**config.mk**
```make
export PLATFORM = sky130hd
export DESIGN_NAME = te_cmp
export DESIGN_NICKNAME = d
export VERILOG_FILES = /design/src/rtl/te_pkg.sv /design/src/rtl/cmp.sv /design/src/rtl/te.sv /design/src/rtl/te_cmp.sv
export SDC_FILE = /design/constraint.sdc
export NUM_CORES = 1
export LEC_CHECK = 0
export CORE_AREA = 5 5 42 44
export CTS_BUF_LIST = sky130_fd_sc_hd__clkbuf_2 sky130_fd_sc_hd__clkbuf_4 sky130_fd_sc_hd__clkbuf_8
export CTS_CLUSTER_SIZE = 28
export DETAILED_ROUTE_END_ITERATION = 10
export DIE_AREA = 0 0 47 49
export SLEW_MARGIN = 20
export SYNTH_ARGS = -nofsm -noshare
export SYNTH_HDL_FRONTEND = slang
export SYNTH_SLANG_ARGS = --single-unit
```
**constraint.sdc**
```tcl
create_clock -name clk -period 1.65 [get_ports clk]
set_clock_uncertainty 0.2 [all_clocks]
set_input_delay 0.165 -clock clk [delete_from_list [all_inputs] [get_ports clk]]
set_output_delay 0.165 -clock clk [all_outputs]
set_load 0.01 [all_outputs]
```
**src/rtl/te_pkg.sv**
```systemverilog
// Shared definitions for the temporal-coding comparator slice.
// DEF_BITS is the default operand width; SPAN is the number of cycles one
// phase can encode and PERIOD the minimum number of cycles tin is held.
package te_pkg;

  localparam int DEF_BITS = 2;
  localparam int SPAN     = 2 ** DEF_BITS;
  localparam int PERIOD   = SPAN + 1;

  typedef logic [DEF_BITS-1:0] te_cnt_t;

endpackage : te_pkg

```
**src/rtl/cmp.sv**
```systemverilog
// Registered edge-order latch. Records 1 only when y's edge is seen strictly
// before x's edge; a tie or x first leaves 0, and once both edges have
// arrived the decision is held.
module cmp (
  input  logic clk,
  input  logic rst_n,
  input  logic x,
  input  logic y,
  output logic out
);

  // Update the ordering decision from the current pair of edge levels.
  always_ff @(posedge clk or negedge rst_n) begin
    if (!rst_n) begin
      out <= 1'b0;
    end else begin
      unique case ({x, y})
        2'b00:   out <= 1'b0;
        2'b01:   out <= 1'b1;
        2'b10:   out <= 1'b0;
        default: out <= out;
      endcase
    end
  end

endmodule : cmp

```
**src/rtl/te.sv**
```systemverilog
// Temporal encoder: converts an unsigned operand into an edge time.
// On every tin toggle the operand is captured into a down-counter; the
// output takes the new tin value once the counter has run out, so the
// output edge lands operand+1 cycles after the toggle is sampled.
module te
  import te_pkg::*;
#(
  parameter int BITS = DEF_BITS
) (
  input  logic            clk,
  input  logic            rst_n,
  input  logic            tin,
  input  logic [BITS-1:0] d,
  output logic            q
);

  logic            tin_q;
  logic [BITS-1:0] cnt;

  // Toggle detection, operand capture and countdown towards the output edge.
  // NOTE: sequential state uses non-blocking assignments so every register
  // samples pre-edge values and the block order never changes behaviour.
  always_ff @(posedge clk or negedge rst_n) begin
    if (!rst_n) begin
      tin_q <= 1'b0;
      cnt   <= '0;
      q     <= 1'b0;
    end else begin
      tin_q <= tin;
      if (tin != tin_q) begin
        // New phase: the operand is only looked at on this cycle.
        cnt <= d;
      end else if (q != tin_q) begin
        // Encoding in progress: emit the edge once the count is spent.
        if (cnt == '0) q <= tin_q;
        else           cnt <= cnt - 1'b1;
      end
    end
  end

endmodule : te

```
**src/rtl/te_cmp.sv**
```systemverilog
// Race-logic comparator: tout = (a > b) once both encoded edges are in.
// Optional feature macro TE_CMP_DUAL_PHASE_EN: when defined, a second
// comparator watches the falling edges so every tin phase gives a result;
// otherwise only rising (tin=1) phases are meaningful.
module te_cmp
  import te_pkg::*;
#(
  parameter int BITS = DEF_BITS
) (
  input  logic            clk,
  input  logic            rst_n,
  input  logic            tin,
  input  logic [BITS-1:0] a,
  input  logic [BITS-1:0] b,
  output logic            ta,
  output logic            tb,
  output logic            tout
);

  logic out_r;

  te #(.BITS(BITS)) u_te_a (
    .clk   (clk),
    .rst_n (rst_n),
    .tin   (tin),
    .d     (a),
    .q     (ta)
  );

  te #(.BITS(BITS)) u_te_b (
    .clk   (clk),
    .rst_n (rst_n),
    .tin   (tin),
    .d     (b),
    .q     (tb)
  );

  // Rising phase: ta/tb go 0->1, the later edge belongs to the larger value.
  cmp u_cmp_r (
    .clk   (clk),
    .rst_n (rst_n),
    .x     (ta),
    .y     (tb),
    .out   (out_r)
  );

`ifdef TE_CMP_DUAL_PHASE_EN
  logic out_f;

  // Falling phase: invert so the encoded 1->0 edges look like rising edges.
  cmp u_cmp_f (
    .clk   (clk),
    .rst_n (rst_n),
    .x     (~ta),
    .y     (~tb),
    .out   (out_f)
  );

  // Raw tin selects the comparator belonging to the current phase.
  assign tout = tin ? out_r : out_f;
`else
  assign tout = out_r;
`endif

endmodule : te_cmp

```
==> results.sh, run 1 <==
export IMPL_rsz0062_at_grt="no"
export IMPL_wl_per_cell_um=11.1
export IMPL_hold_worst_slack_ns=-0.0114
export IMPL_ir_drop_mv=0.687
export IMPL_holdCritPathClass="in2async"
export IMPL_synth_area_leaders="dfrtp_1 43%, mux2i_1 13%, inv_1 5.6%"
export IMPL_final_net_count=70
export IMPL_netlist_area_um2=468
export IMPL_synth_seq_cells=8
export IMPL_min_period_over_period_pct=97.0
export IMPL_synth_async_reset_ratio_pct=100
export IMPL_timing_slew_headroom_pct=74.7
export IMPL_synthCells=46
export IMPL_antenna_found_initial=0
export IMPL_die_h_um=49
export IMPL_path_cells="clkdlybuf4s50_1"
export IMPL_cts_buffers=3
export IMPL_area_growth_pct=29.4
export IMPL_regArea_um2=201
export IMPL_cts_buffer_depth=2
export IMPL_ys_seq_area_share_pct=42.8
export IMPL_setup_viol=0
export IMPL_slowest_delay_ns=0.56
export IMPL_initial_utilization_pct=33.4
export IMPL_cts_tree="done"
export IMPL_grt_pass1_wl_mm=1.22
export IMPL_synth_distinct_cells=19
export IMPL_yosysMostFrequentCell="dfrtp_1"
export IMPL_dp_hpwl_um=630
export IMPL_row_count=14
export IMPL_drtIter0Drc=1
export IMPL_finish_utilization_pct=43.2
export IMPL_numPortBuffers=9
export IMPL_coreArea_um2=1400
export IMPL_wl_met3_um=60
export IMPL_ios=10
export IMPL_worstPathMaxFanout=6
export IMPL_synth_top_area_cell="dfrtp_1"
export IMPL_detail_route_antenna_nets=0
export IMPL_dieArea_um2=2300
export IMPL_synth_top_area_share_pct=42.8
export IMPL_synth_edf_count=0
export IMPL_critical_path_buf_inv_count=1
export IMPL_fin_crit_ns=1.60
export IMPL_die_w_um=47
export IMPL_syn_nets=55
export IMPL_drv_cap=0
export IMPL_avgSynthCellArea_um2=10.2
export IMPL_post_cts_resized=0
export IMPL_yosysWarningCount=0
export IMPL_crit_arrival_ns=1.24
export IMPL_vias_per_cell=4.59
export IMPL_hold_viol_final=4
export IMPL_grt_max_degree=9
export IMPL_drive_above_1_share_pct=15.3
export IMPL_insertion_delay_ns=0.26
export IMPL_maxSlewViolCount=0
export IMPL_track_usage_pct=7.58
export IMPL_synth_ff_type="dfrtp_1"
export IMPL_tightest_slew_ns=0.379
export IMPL_wl_met2_um=394
export IMPL_wl_um=829
export IMPL_top_layer_used="met3"
export IMPL_fin_cells=75
export IMPL_multi_input_area_um2=223
export IMPL_fillers=149
export IMPL_cts_max_level=1
export IMPL_dp_cells=72
export IMPL_n_antenna_cell=0
export IMPL_outcome="complete, but fails checks"
export IMPL_crit_required_ns=1.28
export IMPL_dr_pass1_iters=2
export IMPL_drcViolationCount=0
export IMPL_overflow=0
export IMPL_post_cts_setup_buffers=0
export IMPL_rrSetupSlack_ns=0.16
export IMPL_critPathKind="reg2out"
export IMPL_gp_congestion=0.668
export IMPL_cts_sinks=8
export IMPL_grt_pass1_vias=290
export IMPL_worstSetupStartpointType="flip-flop"
export IMPL_cp_end_kind="primary output"
export IMPL_critPathSlowestCell="clkdlybuf4s50_1"
export IMPL_cts_root_buffer="clkbuf_4"
export IMPL_vias=344
export IMPL_ctsHoldBuffers=0
export IMPL_p_leak_nw=0.283
export IMPL_violations="hold timing"
export IMPL_fmax_mhz=625
export IMPL_power_density_nw_per_um2=1350
export IMPL_wl_met1_um=374
export IMPL_synth_common_cells="8 x dfrtp_1, 7 x inv_1, 6 x mux2i_1, 4 x a21oi_1, 3 x o211ai_1"
export IMPL_clk_pin_slew_ns=0.06
export IMPL_path_delay_family="buffers and inverters"
-- cell families after synthesis --
group / share of synthesized area [%]
AO/OA/AOI/OAI: 16.0
XOR/XNOR: 3.74
adder cells (fa/ha/maj): 5.35
buffers and inverters: 9.63
flip-flops: 42.8
multiplexers: 12.8
AND/OR/NAND/NOR: 9.62
-- cells in the final DEF (no fill, tap or decap) --
| master | n |
|---|---|
| a21boi_0 | 1 |
| a21oi_1 | 4 |
| buf_4 | 3 |
| clkbuf_4 | 3 |
| clkdlybuf4s50_1 | 9 |
| dfrtp_1 | 7 |
| dfrtp_2 | 1 |
| ha_1 | 2 |
| inv_1 | 7 |
| mux2i_1 | 6 |
| nand2_1 | 1 |
| nand2b_1 | 2 |
| nor2_1 | 2 |
| nor2b_1 | 2 |
| o2111ai_1 | 1 |
| o211ai_1 | 3 |
| o21a_1 | 1 |
| o21ai_2 | 1 |
| or2_4 | 1 |
| xnor2_1 | 1 |
| xor2_1 | 1 |
-- per-layer routing --
metal	vias up	track usage, %
li1	180	-
met1	155	9.40
met2	9	10.6
met3	0	5.54
met4	0	1.38
met5	-	0
-- report_power, final --
part | leakage [nW] | switching [mW] | internal (mW)
logic | 0.172 | 0.173 | 0.183
clock network | 0.0138 | 0.0701 | 0.0835
registers | 0.0972 | 0.0407 | 0.268
-- final timing paths --
kind	from	to	cells after the start
max in group asynchronous	rst_n	u_te_a.q$_DFFE_PN0P_	1
min in group clk	a[0]	u_te_a.cnt[0]$_DFFE_PN0P_	3
worst min register to register	u_te_b.cnt[1]$_DFFE_PN0P_	u_te_b.cnt[1]$_DFFE_PN0P_	2
worst max-delay path	u_te_b.q$_DFFE_PN0P_	tb	1
worst max register to register	u_te_a.cnt[0]$_DFFE_PN0P_	u_te_a.cnt[1]$_DFFE_PN0P_	5
worst min-delay path	rst_n	u_cmp_r.out$_DFFE_PN0P_	1
-- worst register-to-register path, delay by kind of cell, from the launching register on --
family,cells,cell delay [ns]
compound gates,2,0.40
buf+inv,1,0.06
fa+ha+maj,1,0.25
mux,1,0.18
flops,1,0.32
-- layout make-up --
cell class	count	area share, %
Clock buffer	3	3.72
Tap cell	16	3.31
Timing Repair Buffer	12	18.6
Multi-Input combinational cell	29	36.8
Sequential cell	8	33.3
Inverter	7	4.34
-- stage by stage --
| step | hold WS (ns) | cell area (µm²) | power (mW) | setup WS (ns) | TNS [ns] |
|---|---|---|---|---|---|
| after detailed placement | 0.287 | 582 | 0.672 | -0.0405 | -0.0405 |
| after floorplan | -0.331 | 468 | 0.551 | 0.272 | 0 |
| after global routing | 0.00839 | 606 | 0.892 | 0.00704 | 0 |
| final | -0.0114 | 606 | 0.818 | 0.0489 | 0 |
| after global placement | 0.282 | 582 | 0.658 | -0.0157 | -0.0157 |
| after CTS | 0.00510 | 604 | 0.831 | 0.0100 | 0 |
-- registers in the layout (all words and copies together), names as in the netlist --
register	flops
u_te_b.tin_q	1
u_te_b.cnt	2
u_te_a.cnt	2
u_te_b.q	1
u_te_a.q	1
u_cmp_r.out	1
Power figures use the tool's default switching activity.
==> run 2: changes to the inputs <==
Settings changed: GPL_TIMING_DRIVEN set to 0, SETUP_SLACK_MARGIN set to 0.02.
==> run 2 against run 1 <==
Effect of this change: the run still ends with hold timing left; worst hold slack better by 0.0046 ns; die area unchanged; utilization up 0.36 points; register-to-register slack better by 0.02 ns; wire length down 4.7%; largest cell class unchanged; critical path type is now in2reg; critical endpoint is now u_te_a.cnt[1]$_DFFE_PN0P_; final cell count unchanged; total power down 0.99%; first-iteration DRC count rose to 4.0 times the previous value.
==> results.sh, run 2 (synthesized netlist as in run 1, its figures left out) <==
export IMPL_rsz0062_at_grt="no"
export IMPL_fillers=145
export IMPL_regArea_um2=200
export IMPL_maxSlewViolCount=0
export IMPL_p_leak_nw=0.302
export IMPL_area_growth_pct=30.5
export IMPL_dieArea_um2=2300
export IMPL_clk_pin_slew_ns=0.05
export IMPL_setup_viol=0
export IMPL_cp_end_kind="flip-flop"
export IMPL_timing_slew_headroom_pct=75.1
export IMPL_grt_max_degree=10
export IMPL_gr_max_usage_layer="met2"
export IMPL_wl_per_cell_um=10.5
export IMPL_cts_buffers=3
export IMPL_pre_cts_ws_ns=-0.139
export IMPL_vias=350
export IMPL_hold_worst_slack_ns=-0.00689
export IMPL_combinationalPowerShare_pct=45.1
export IMPL_final_net_count=70
export IMPL_met3_usage_pct=5.54
export IMPL_track_usage_pct=8.02
export IMPL_die_h_um=49
export IMPL_internal_power_uw=536
export IMPL_switching_share_pct=33.8
export IMPL_dpl_cell_area_um2=578
export IMPL_gp_congestion=0.715
export IMPL_insertion_delay_ns=0.25
export IMPL_initial_utilization_pct=33.4
export IMPL_grt_pass1_vias=322
export IMPL_crit_arrival_ns=1.44
export IMPL_vias_per_cell=4.67
export IMPL_use_met2_pct=12.0
export IMPL_use_met1_pct=8.78
export IMPL_drtIter0Drc=4
export IMPL_crit_required_ns=1.58
export IMPL_grt_pass1_wl_mm=1.27
export IMPL_min_period_over_period_pct=91.3
export IMPL_holdCritPathClass="in2async"
export IMPL_p_clk_share_pct=18.2
export IMPL_n_antenna_cell=0
export IMPL_ir_drop_mv=0.615
export IMPL_critPathKind="in2reg"
export IMPL_multi_input_area_um2=223
export IMPL_die_w_um=47
export IMPL_power_density_nw_per_um2=1330
export IMPL_pwr_share_seq_pct=36.7
export IMPL_cts_buffer_depth=2
export IMPL_fin_cells=75
export IMPL_reg_top3="u_te_a.cnt x2, u_te_b.cnt x2"
export IMPL_finalInstanceArea_um2=611
export IMPL_cts_max_level=1
export IMPL_row_count=14
export IMPL_dp_cells=71
export IMPL_dp_hpwl_um=613
export IMPL_p_sw_uw=274
export IMPL_fmax_mhz=664
export IMPL_antenna_found_initial=0
export IMPL_cts_tree="done"
export IMPL_hold_viol_final=8
export IMPL_detail_route_antenna_nets=0
export IMPL_drv_cap=0
export IMPL_dr_pass1_iters=3
export IMPL_fin_crit_ns=1.51
export IMPL_violations="hold timing"
export IMPL_cts_root_buffer="clkbuf_4"
export IMPL_coreArea_um2=1400
export IMPL_wl_um=790
export IMPL_drive_above_1_share_pct=13.6
export IMPL_worstPathMaxFanout=9
export IMPL_ios=10
export IMPL_overflow=0
export IMPL_worstSetupStartpointType="input pin"
export IMPL_outcome="complete, but fails checks"
export IMPL_drcViolationCount=0
export IMPL_tightest_slew_ns=0.372
export IMPL_fin_tns_setup_ns=0
export IMPL_numPortBuffers=9
export IMPL_cts_sinks=8
export IMPL_final_cell_mix="8 x clkdlybuf4s50_1, 8 x dfrtp_1, 7 x inv_1"
export IMPL_setup_ws_ns=0.144
run 2: changes by cell type in the layout (fill, tap and decap cells not counted):
| cell | delta |
|---|---|
| buf_4 | -1 |
| buf_6 | +1 |
| clkdlybuf4s50_1 | -1 |
| dfrtp_1 | +1 |
| dfrtp_2 | -1 |
| dlymetal6s2s_1 | +1 |
run 2: power by group through the flow:
stage / combinational (mW) / clock (mW) / sequential (mW)
6_report: 0.366 / 0.147 / 0.297
2_1_floorplan: 0.238 / 0 / 0.313
3_5_place_dp: 0.354 / 0 / 0.309
3_3_place_gp: 0.349 / 0 / 0.307
5_1_grt: 0.416 / 0.170 / 0.305
4_1_cts: 0.356 / 0.157 / 0.306
run 2: final cells by class:
cell class                      instances  share of cell area (%)
Multi-Input combinational cell         29                    36.5
Sequential cell                         8                    32.8
Timing Repair Buffer                   10                    16.4
Inverter                                7                    4.30
Clock buffer                            3                    3.69
Tap cell                               16                    3.28
Buffer                                  2                    3.07
run 2: per-layer routing:
metal,share of wire (%),routed length [µm]
met2,46,364
met4,0.76,6
met5,0,0
met1,45,353
met3,8.2,65
run 2: worst paths after layout:
| check | from | endpoint | slack, ns | cells after the start |
|---|---|---|---|---|
| max in group asynchronous | rst_n | u_te_a.cnt[1]$_DFFE_PN0P_ | 0.99 | 1 |
| min in group clk | tin | u_te_b.tin_q$_DFF_PN0_ | 0.20 | 1 |
| max | tin | u_te_a.cnt[1]$_DFFE_PN0P_ | 0.14 | 5 |
| min | rst_n | u_cmp_r.out$_DFFE_PN0P_ | -0.007 | 1 |
| max reg2reg | u_te_a.cnt[0]$_DFFE_PN0P_ | u_te_a.cnt[1]$_DFFE_PN0P_ | 0.18 | 5 |
| min reg2reg | u_cmp_r.out$_DFFE_PN0P_ | u_cmp_r.out$_DFFE_PN0P_ | 0.33 | 2 |
run 2: critical path, stage by stage:
cell             delay [ns]
clkdlybuf4s50_1        0.48
buf_4                  0.17
xor2_1                 0.30
mux2i_1                0.23
mux2i_1                0.09
run 2: repair_timing:
| item | CTS | global route |
|---|---|---|
| setup endpoints to repair | 0 | 2 |
| buffers inserted | 0 | 1 |
| hold buffers | 0 | 0 |
| gates resized for setup | 0 | 1 |
| hold endpoints to repair | 0 | 0 |
run 2: stage by stage:
step	total power, mW	util, %
after global routing	0.891	43.6
after detailed placement	0.663	41.3
final	0.810	43.6
after CTS	0.819	42.9
after global placement	0.655	41.3
after floorplan	0.551	-
==> run 3: changes to the inputs <==
Settings changed: CELL_PAD_IN_SITES_DETAIL_PLACEMENT set to 1, CELL_PAD_IN_SITES_GLOBAL_PLACEMENT set to 2, CORE_AREA 5 5 42 44 to unset, CORE_MARGIN set to 5, CORE_UTILIZATION set to 31, DIE_AREA 0 0 47 49 to unset, PLACE_DENSITY_LB_ADDON set to 0.1.
==> run 3 against run 2 <==
Effect of this change: the flow still finishes with violations (hold timing); sequential power about the same; global-route usage increased by 1.2 points; sequential cell count unchanged; largest cell class unchanged; register-to-register slack got worse by 0.02 ns; critical path depth decreased by 4; wire length increased by 21%; fmax decreased by 2.1%; final cell count increased by 2.7%; utilization decreased by 0.71 points; total power increased by 5.6%; count of clock-buffer cells in the layout unchanged; setup slack got worse by 0.033 ns.
==> results.sh, run 3 (synthesized netlist as in run 1, its figures left out) <==
export IMPL_overflow=0
export IMPL_row_count=14
export IMPL_dp_hpwl_um=767
export IMPL_hold_worst_slack_ns=-0.00773
export IMPL_critPathSlowestCell="clkdlybuf4s50_1"
export IMPL_detail_route_antenna_nets=0
export IMPL_drtIter0Drc=1
export IMPL_critPathKind="reg2out"
export IMPL_drcViolationCount=0
export IMPL_cts_buffers=3
export IMPL_ir_drop_mv=0.649
export IMPL_cts_sinks=8
export IMPL_dieArea_um2=2390
export IMPL_power_density_nw_per_um2=1360
export IMPL_area_growth_pct=34.8
export IMPL_pre_cts_ws_ns=-0.192
export IMPL_die_w_um=48.9
export IMPL_vias=374
export IMPL_holdCritPathClass="in2async"
export IMPL_timing_slew_headroom_pct=75.5
export IMPL_critical_path_buf_inv_count=1
export IMPL_vias_per_cell=4.86
export IMPL_path_cells="clkdlybuf4s50_1"
export IMPL_crit_required_ns=1.28
export IMPL_cp_end_kind="primary output"
export IMPL_worstSetupStartpointType="flip-flop"
export IMPL_rsz0062_at_grt="no"
export IMPL_drive_above_1_share_pct=18.0
export IMPL_wl_per_cell_um=12.4
export IMPL_wl_um=956
export IMPL_grt_pass1_wl_mm=1.65
export IMPL_coreArea_um2=1470
export IMPL_slowest_delay_ns=0.55
export IMPL_path_delay_family="buffers and inverters"
export IMPL_grt_max_degree=10
export IMPL_gp_congestion=0.721
export IMPL_grt_pass1_vias=385
export IMPL_fin_crit_ns=1.54
export IMPL_min_period_over_period_pct=93.3
export IMPL_clk_pin_slew_ns=0.05
export IMPL_violations="hold timing"
export IMPL_cts_max_level=1
export IMPL_n_antenna_cell=0
export IMPL_ctsHoldBuffers=0
export IMPL_fmax_mhz=650
export IMPL_final_net_count=72
export IMPL_cts_buffer_depth=2
export IMPL_hold_viol_final=8
export IMPL_reg_top3="u_te_a.cnt x2, u_te_b.cnt x2"
export IMPL_crit_arrival_ns=1.17
export IMPL_maxSlewViolCount=0
export IMPL_p_leak_nw=0.298
export IMPL_cts_root_buffer="clkbuf_4"
export IMPL_insertion_delay_ns=0.25
export IMPL_drv_cap=0
export IMPL_worstPathMaxFanout=4
export IMPL_setup_viol=0
export IMPL_outcome="complete, but fails checks"
export IMPL_layout_commonest_cell="clkdlybuf4s50_1"
export IMPL_numPortBuffers=9
export IMPL_tightest_slew_ns=0.367
export IMPL_initial_utilization_pct=31.8
export IMPL_track_usage_pct=9.24
export IMPL_antenna_found_initial=0
export IMPL_final_cell_mix="9 x clkdlybuf4s50_1, 8 x dfrtp_1, 7 x inv_1"
export IMPL_die_h_um=48.9
export IMPL_ios=10
export IMPL_setup_ws_ns=0.111
export IMPL_dr_pass1_iters=2
export IMPL_cts_tree="done"
==> run 3: changes by cell type in the layout (fill, tap and decap cells not counted), sizes merged <==
| cell | change |
|---|---|
| buf | +2 |
| dlymetal6s2s | -1 |
| clkdlybuf4s50 | +1 |
==> run 3: power by group <==
| group | switching, mW | total, mW | internal, mW |
|---|---|---|---|
| Clock | 0.0619 | 0.145 | 0.0829 |
| Sequential | 0.0308 | 0.298 | 0.268 |
| Combinational | 0.201 | 0.412 | 0.211 |
| Total | 0.293 | 0.855 | 0.562 |
==> run 3: area by class of cell <==
type,instances,area [µm²]
inverters,7,26.3
repair buffers,12,113
clock buffers,3,22.5
multi-input cells,29,230
fillers,171,841
well taps,16,20.0
plain buffers,2,18.8
flip-flops and latches,8,200
==> run 3: routing by layer <==
metal  vias up  share of wire (%)  routed length (µm)  track usage, %
li1        183                  -                   -               -
met1       180                 42                 399            10.0
met4         0                  0                   0            2.69
met5         -                  0                   0               0
met2        11                 50                 477            14.1
met3         0                8.4                  80            6.73
==> run 3: repair_timing <==
item | 4_1_cts | 5_1_grt
endpoints found under the setup margin | 0 | 3
gates resized for setup | 0 | 1
buffers inserted | 0 | 3
hold endpoints to repair | 0 | 0
==> run 3: final timing paths <==
path	start	slack (ns)	to	depth (start not counted)
worst max-delay path	u_te_a.q$_DFFE_PN0P_	0.11	ta	1
worst min-delay path	rst_n	-0.008	u_te_b.tin_q$_DFF_PN0_	1
worst max register to register	u_te_a.cnt[0]$_DFFE_PN0P_	0.16	u_te_a.cnt[1]$_DFFE_PN0P_	5
worst min register to register	u_te_a.q$_DFFE_PN0P_	0.32	u_cmp_r.out$_DFFE_PN0P_	1
max in group asynchronous	rst_n	0.99	u_te_b.cnt[1]$_DFFE_PN0P_	1
min in group clk	tin	0.19	u_te_b.tin_q$_DFF_PN0_	1
==> run 3: through the flow <==
stage	cells	TNS [ns]	util (%)	cell area, µm²	power [mW]
after floorplan	46	0	-	468	0.551
after global routing	77	0	42.9	631	0.936
after global placement	71	-0.197	39.3	578	0.646
final	77	0	42.9	631	0.855
after detailed placement	71	-0.449	39.3	578	0.686
after CTS	74	0	40.8	601	0.837
==> RTL edit 1: new RTL, flow settings as in run 2 <==
Change the package constant `DEF_BITS` from 2 to 3.
--- a/src/rtl/te_pkg.sv
+++ b/src/rtl/te_pkg.sv
@@ -5,3 +5,3 @@
 
-  localparam int DEF_BITS = 2;
+  localparam int DEF_BITS = 3;
   localparam int SPAN     = 2 ** DEF_BITS;
Interface: changed (resized a and b); port bits go from 10 to 12. The function was not compared with the original's and may differ.
==> RTL edit 1 against run 2 <==
The flow still finishes with violations (hold timing); sequential power up 29%; critical endpoint unchanged; critical path depth increased by 1; design area up 42%; sequential cell count rose by 2; worst setup slack got worse by 0.14 ns; synthesized area is 36% higher; total power up 43%; critical path type is now reg -> reg; routed wire length up 57%.
==> RTL edit 1: results (changes against run 2) <==
Routing
  • First DRT Iteration DRCs: 10 (was 4)
  • Number of detailed-route iterations in the first pass: 4 (was 3)
  • Vias after detailed routing: 533 (was 350)
  • Wirelength per Cell: 11.84 um (was 10.53 um)

Placed design
  • Final RePlAce weighted congestion: 0.7580 (was 0.7149)
  • Input/output buffers: 11 (was 9)
  • Post-placement cell count: 96 (was 71)
  • Placed wire-length estimate after detailed placement: 935 um (was 612.9 um)
  • Pre-CTS WS: -0.2591 ns (was -0.1390 ns)

Critical path
  • FF-to-FF End: u_te_a.cnt[1] (unchanged)
  • Cell family contributing the most delay on the critical path: flip-flops (was buffers and inverters)
  • Worst Reg-to-Reg Cells: 6 (was 5)
  • Worst setup slack for register-to-register paths: 0.008 ns (was 0.18 ns)
  • Slowest-stage cell, CP: dfrtp_1 (was clkdlybuf4s50_1)
  • Largest fanout on the critical path: 3 (was 9)
  • Arrival @ worst endpoint: 1.58 ns (was 1.44 ns)
  • Type of the setup path with the least slack: reg -> reg (was in -> reg)

STA
  • Transition time of the tightest slew-check pin: 0.4461 ns (was 0.3717 ns)
  • Tcrit/Tclk final: 99.53% (was 91.28%)
  • Final Hold Fails: 1 (was 8)
  • Fin Hold WS: -0.006846 ns (was -0.006887 ns)

Finish
  • Number of fillers in the final layout: 135 (was 145)
  • Largest registers: u_te_a.cnt: 3 flops, u_te_b.cnt: 3 flops (was u_te_a.cnt: 2 flops, u_te_b.cnt: 2 flops)
  • Number of nets in the layout: 104 (was 70)

Global route
  • Maximum number of pins on one net before global-route repair: 11 (was 10)
  • Tot GR Track Use: 12.67% (was 8.020%)
  • Via count of the first global-routing pass: 484 (was 322)

Synthesis
  • Cell types occupying the most area after synthesis: dfrtp_1 39%, ha_1 7.9%, a21oi_1 5.5% (was dfrtp_1 43%, mux2i_1 13%, inv_1 5.6%)
  • Synth unique cells: 28 (was 19)
  • Net count after synthesis: 82 (was 55)
  • Sequential-to-total area share from yosys stat: 39.37% (was 42.78%)
  • Top cells by count, synth: 10 x dfrtp_1, 7 x a21oi_1, 7 x nand2_1 (was 8 x dfrtp_1, 7 x inv_1, 6 x mux2i_1)

Status
  • Status: finished, violations left (unchanged)
  • Violated checks: hold timing (unchanged)

Hold path
  • Hold WC Path Type: in -> reg (was in -> async)

Power
  • Worst VDD drop: 0.6826 mV (was 0.6154 mV)
  • Leakage power: 0.4021 nW (was 0.3022 nW)
==> RTL edit 1: cell count changes after synthesis, moves of 2 or more <==
cell	change
a21oi_1	+3
nor2_1	+4
o21ai_0	+5
nand2_1	+6
dfrtp_1	+2
ha_1	+2
o211ai_1	-3
mux2i_1	-5
==> RTL edit 1: cell families after synthesis <==
kind of cell    synth area share [%]
xor+xnor                       5.316
buf+inv                        5.315
simple gates                   17.13
compound gates                 21.65
fa+ha+maj                      7.874
mux                            3.346
flops                          39.37
==> RTL edit 1: timing repair <==
item                       CTS  global route
hold buffers                 0             0
setup endpoints to repair    2             5
gates resized for setup      2             4
buffers inserted             3             3
pin swaps                    2             2
==> RTL edit 1: report_power, final <==
part           switching (mW)  internal (mW)
combinational           0.287          0.328
clock                  0.0766         0.0839
sequential             0.0577          0.324
==> RTL edit 1: cell type report <==
cell class                      count  area share [%]
Clock buffer                        3           2.601
Inverter                            6           2.601
Timing Repair Buffer               17           18.50
Multi-Input combinational cell     52           43.50
Sequential cell                    10           29.19
Tap cell                           16           2.312
Buffer                              1           1.301
==> RTL edit 1: stage by stage <==
step	total power [mW]	cell area, sq um	setup TNS [ns]	util, %	hold WS (ns)
2_1_floorplan	0.7787	658.1	0	-	-0.3306
3_3_place_gp	0.9059	788.3	-0.6158	56.25	0.2691
3_5_place_dp	0.9165	788.3	-0.6379	56.25	0.2703
4_1_cts	1.139	834.6	-0.02228	59.55	0.02691
5_1_grt	1.273	865.8	-0.08807	61.79	0.001095
6_report	1.158	865.8	0	61.79	-0.006846
==> RTL edit 1: routing by layer <==
metal / part of all wire [%] / track usage [%] / vias to the layer above
met4: 1.7 / 4.147 / 0
met2: 44 / 17.19 / 12
met3: 5.1 / 6.642 / 4
met5: 0 / 0 / -
met1: 49 / 17.05 / 240
li1: - / - / 277
==> RTL edit 2: new RTL, config.mk and constraints of run 2 <==
Made on the original files. Reset style: synchronous (`rst_n`), changed in 2 clocked blocks.
--- a/src/rtl/cmp.sv
+++ b/src/rtl/cmp.sv
@@ -12,3 +12,3 @@
   // Update the ordering decision from the current pair of edge levels.
-  always_ff @(posedge clk or negedge rst_n) begin
+  always_ff @(posedge clk) begin
     if (!rst_n) begin
--- a/src/rtl/te.sv
+++ b/src/rtl/te.sv
@@ -22,3 +22,3 @@
   // samples pre-edge values and the block order never changes behaviour.
-  always_ff @(posedge clk or negedge rst_n) begin
+  always_ff @(posedge clk) begin
     if (!rst_n) begin
Behaviour: differs if rst_n is asserted again (counterexample within 4 cycles, from zero or initial values and one cycle with rst_n low); with rst_n held inactive, the same outputs for 10 cycles.
==> RTL edit 2 against run 2 <==
Synthesized cell count up 30%; sequential cell count unchanged; via count up 30%; global-route usage up 2.3 points; synthesized area up 5.9%; hold slack better by 0.074 ns; design area up 7.2%; largest cell class unchanged; worst setup slack worse by 0.039 ns; routed wire length up 26%; count of clock-buffer cells in the layout unchanged.
Power is not compared: it rests on default switching activity, and its combinational part moved more than twofold at a synthesized area within 25%.
==> RTL edit 2: results (changes against run 2) <==
Synthesis
  • Async S/R FF share, synth: 0% (was 100.0%)
  • Synth unique cells: 21 (was 19)
  • Avg Cell Area, Syn: 8.258 sq um (was 10.17 sq um)
  • Post-synthesis adder-cell area fraction: 5.051% (was 5.348%)
  • Share of the synthesized area in compound gates (AO/OA/AOI/OAI): 28.54% (was 16.04%)
  • Net count after synthesis: 69 (was 55)
  • Cell types occupying the most area after synthesis: dfxtp_1 32%, buf_6 6.8%, inv_1 6.1% (was dfrtp_1 43%, mux2i_1 13%, inv_1 5.6%)
  • Sequential-to-total area share from yosys stat: 32.32% (was 42.78%)

Placed design
  • Input/output buffers: 8 (was 9)
  • Pre-CTS WS: -0.05305 ns (was -0.1390 ns)
  • Final RePlAce weighted congestion: 0.6305 (was 0.7149)
  • Post-placement cell count: 84 (was 71)
  • Placed wire-length estimate after detailed placement: 726.6 um (was 612.9 um)

Global route
  • Global-route wire length before repair: 1.731 mm (was 1.269 mm)
  • Via count of the first global-routing pass: 432 (was 322)
  • Maximum number of pins on one net before global-route repair: 11 (was 10)

Critical path
  • Cell family contributing the most delay on the critical path: compound AO/OA/AOI/OAI gates (was buffers and inverters)
  • Largest stage delay on the critical path: 0.34 ns (was 0.48 ns)
  • Type of the setup path with the least slack: reg -> reg (was in -> reg)
  • Largest fanout on the critical path: 4 (was 9)
  • Arrival @ worst endpoint: 1.50 ns (was 1.44 ns)

Hold path
  • Hold WC Path Type: in -> reg (was in -> async)

Routing
  • Vias after detailed routing: 454 (was 350)
  • Drt total wl: 992 um (was 790 um)
  • Number of detailed-route iterations in the first pass: 2 (was 3)

Finish
  • Non-clk invs: 8 (was 7)
  • Non-clock buffer count: 15 (was 12)
  • Proportion of cell area occupied by registers: 25.05% (was 32.79%)
  • Fraction of area in non-clock buffers: 22.18% (was 19.47%)
  • Multi-input gate count: 40 (was 29)
  • Clock-cell share: 3.442% (was 3.689%)
  • Number of nets in the layout: 85 (was 70)
  • Count of non-filler cells in the finished layout: 90 (was 75)

STA
  • Tcrit/Tclk final: 93.66% (was 91.28%)

Status
  • Status: finished, final reports clean (was finished, violations left)
[RTL edit 2: layer usage]
layer	part of all wire (%)	track usage (%)
met1	44	11.45
met2	48	15.84
met3	4.7	3.321
met4	3.1	6.912
met5	0	0
[RTL edit 2: power groups by stage]
stage,logic (mW),clock network (mW),registers (mW)
after detailed placement,0.135,0,0.230
final,0.145,0.157,0.227
after CTS,0.138,0.162,0.225
after global placement,0.132,0,0.229
after global routing,0.164,0.174,0.230
after floorplan,0.0976,0,0.228
[RTL edit 2: what timing repair did]
item,4_1_cts,5_1_grt
hold buffers,1,0
gates resized for setup,0,6
setup buffers,0,2
hold endpoints to repair,1,0
setup endpoints to repair,0,6
[RTL edit 2: metrics by stage]
| step | utilization, % | power [mW] | hold WS, ns | setup TNS, ns | instance area, sq um |
|---|---|---|---|---|---|
| 2_1_floorplan | - | 0.3259 | 0.1626 | 0 | 495.5 |
| 3_3_place_gp | 42.50 | 0.3611 | 0.2217 | -0.05703 | 595.6 |
| 3_5_place_dp | 42.50 | 0.3651 | 0.2276 | -0.05305 | 595.6 |
| 4_1_cts | 44.82 | 0.5255 | 0.07108 | 0 | 628.1 |
| 5_1_grt | 46.70 | 0.5686 | 0.07717 | 0 | 654.4 |
| 6_report | 46.70 | 0.5299 | 0.06720 | 0 | 654.4 |
[RTL edit 2: tightest hold or removal path, stage by stage]
cell and delay (ns):
buf_6 0.11, o21ai_0 0.08, a21oi_1 0.13
[RTL edit 2: logic make-up after synthesis]
logic type,after synthesis
DFF,8
and+or+nand+nor,17
adders and majority gates,2
buffers and inverters,12
xor gates and xnor gates,2
AOI/OAI and AO/OA,19
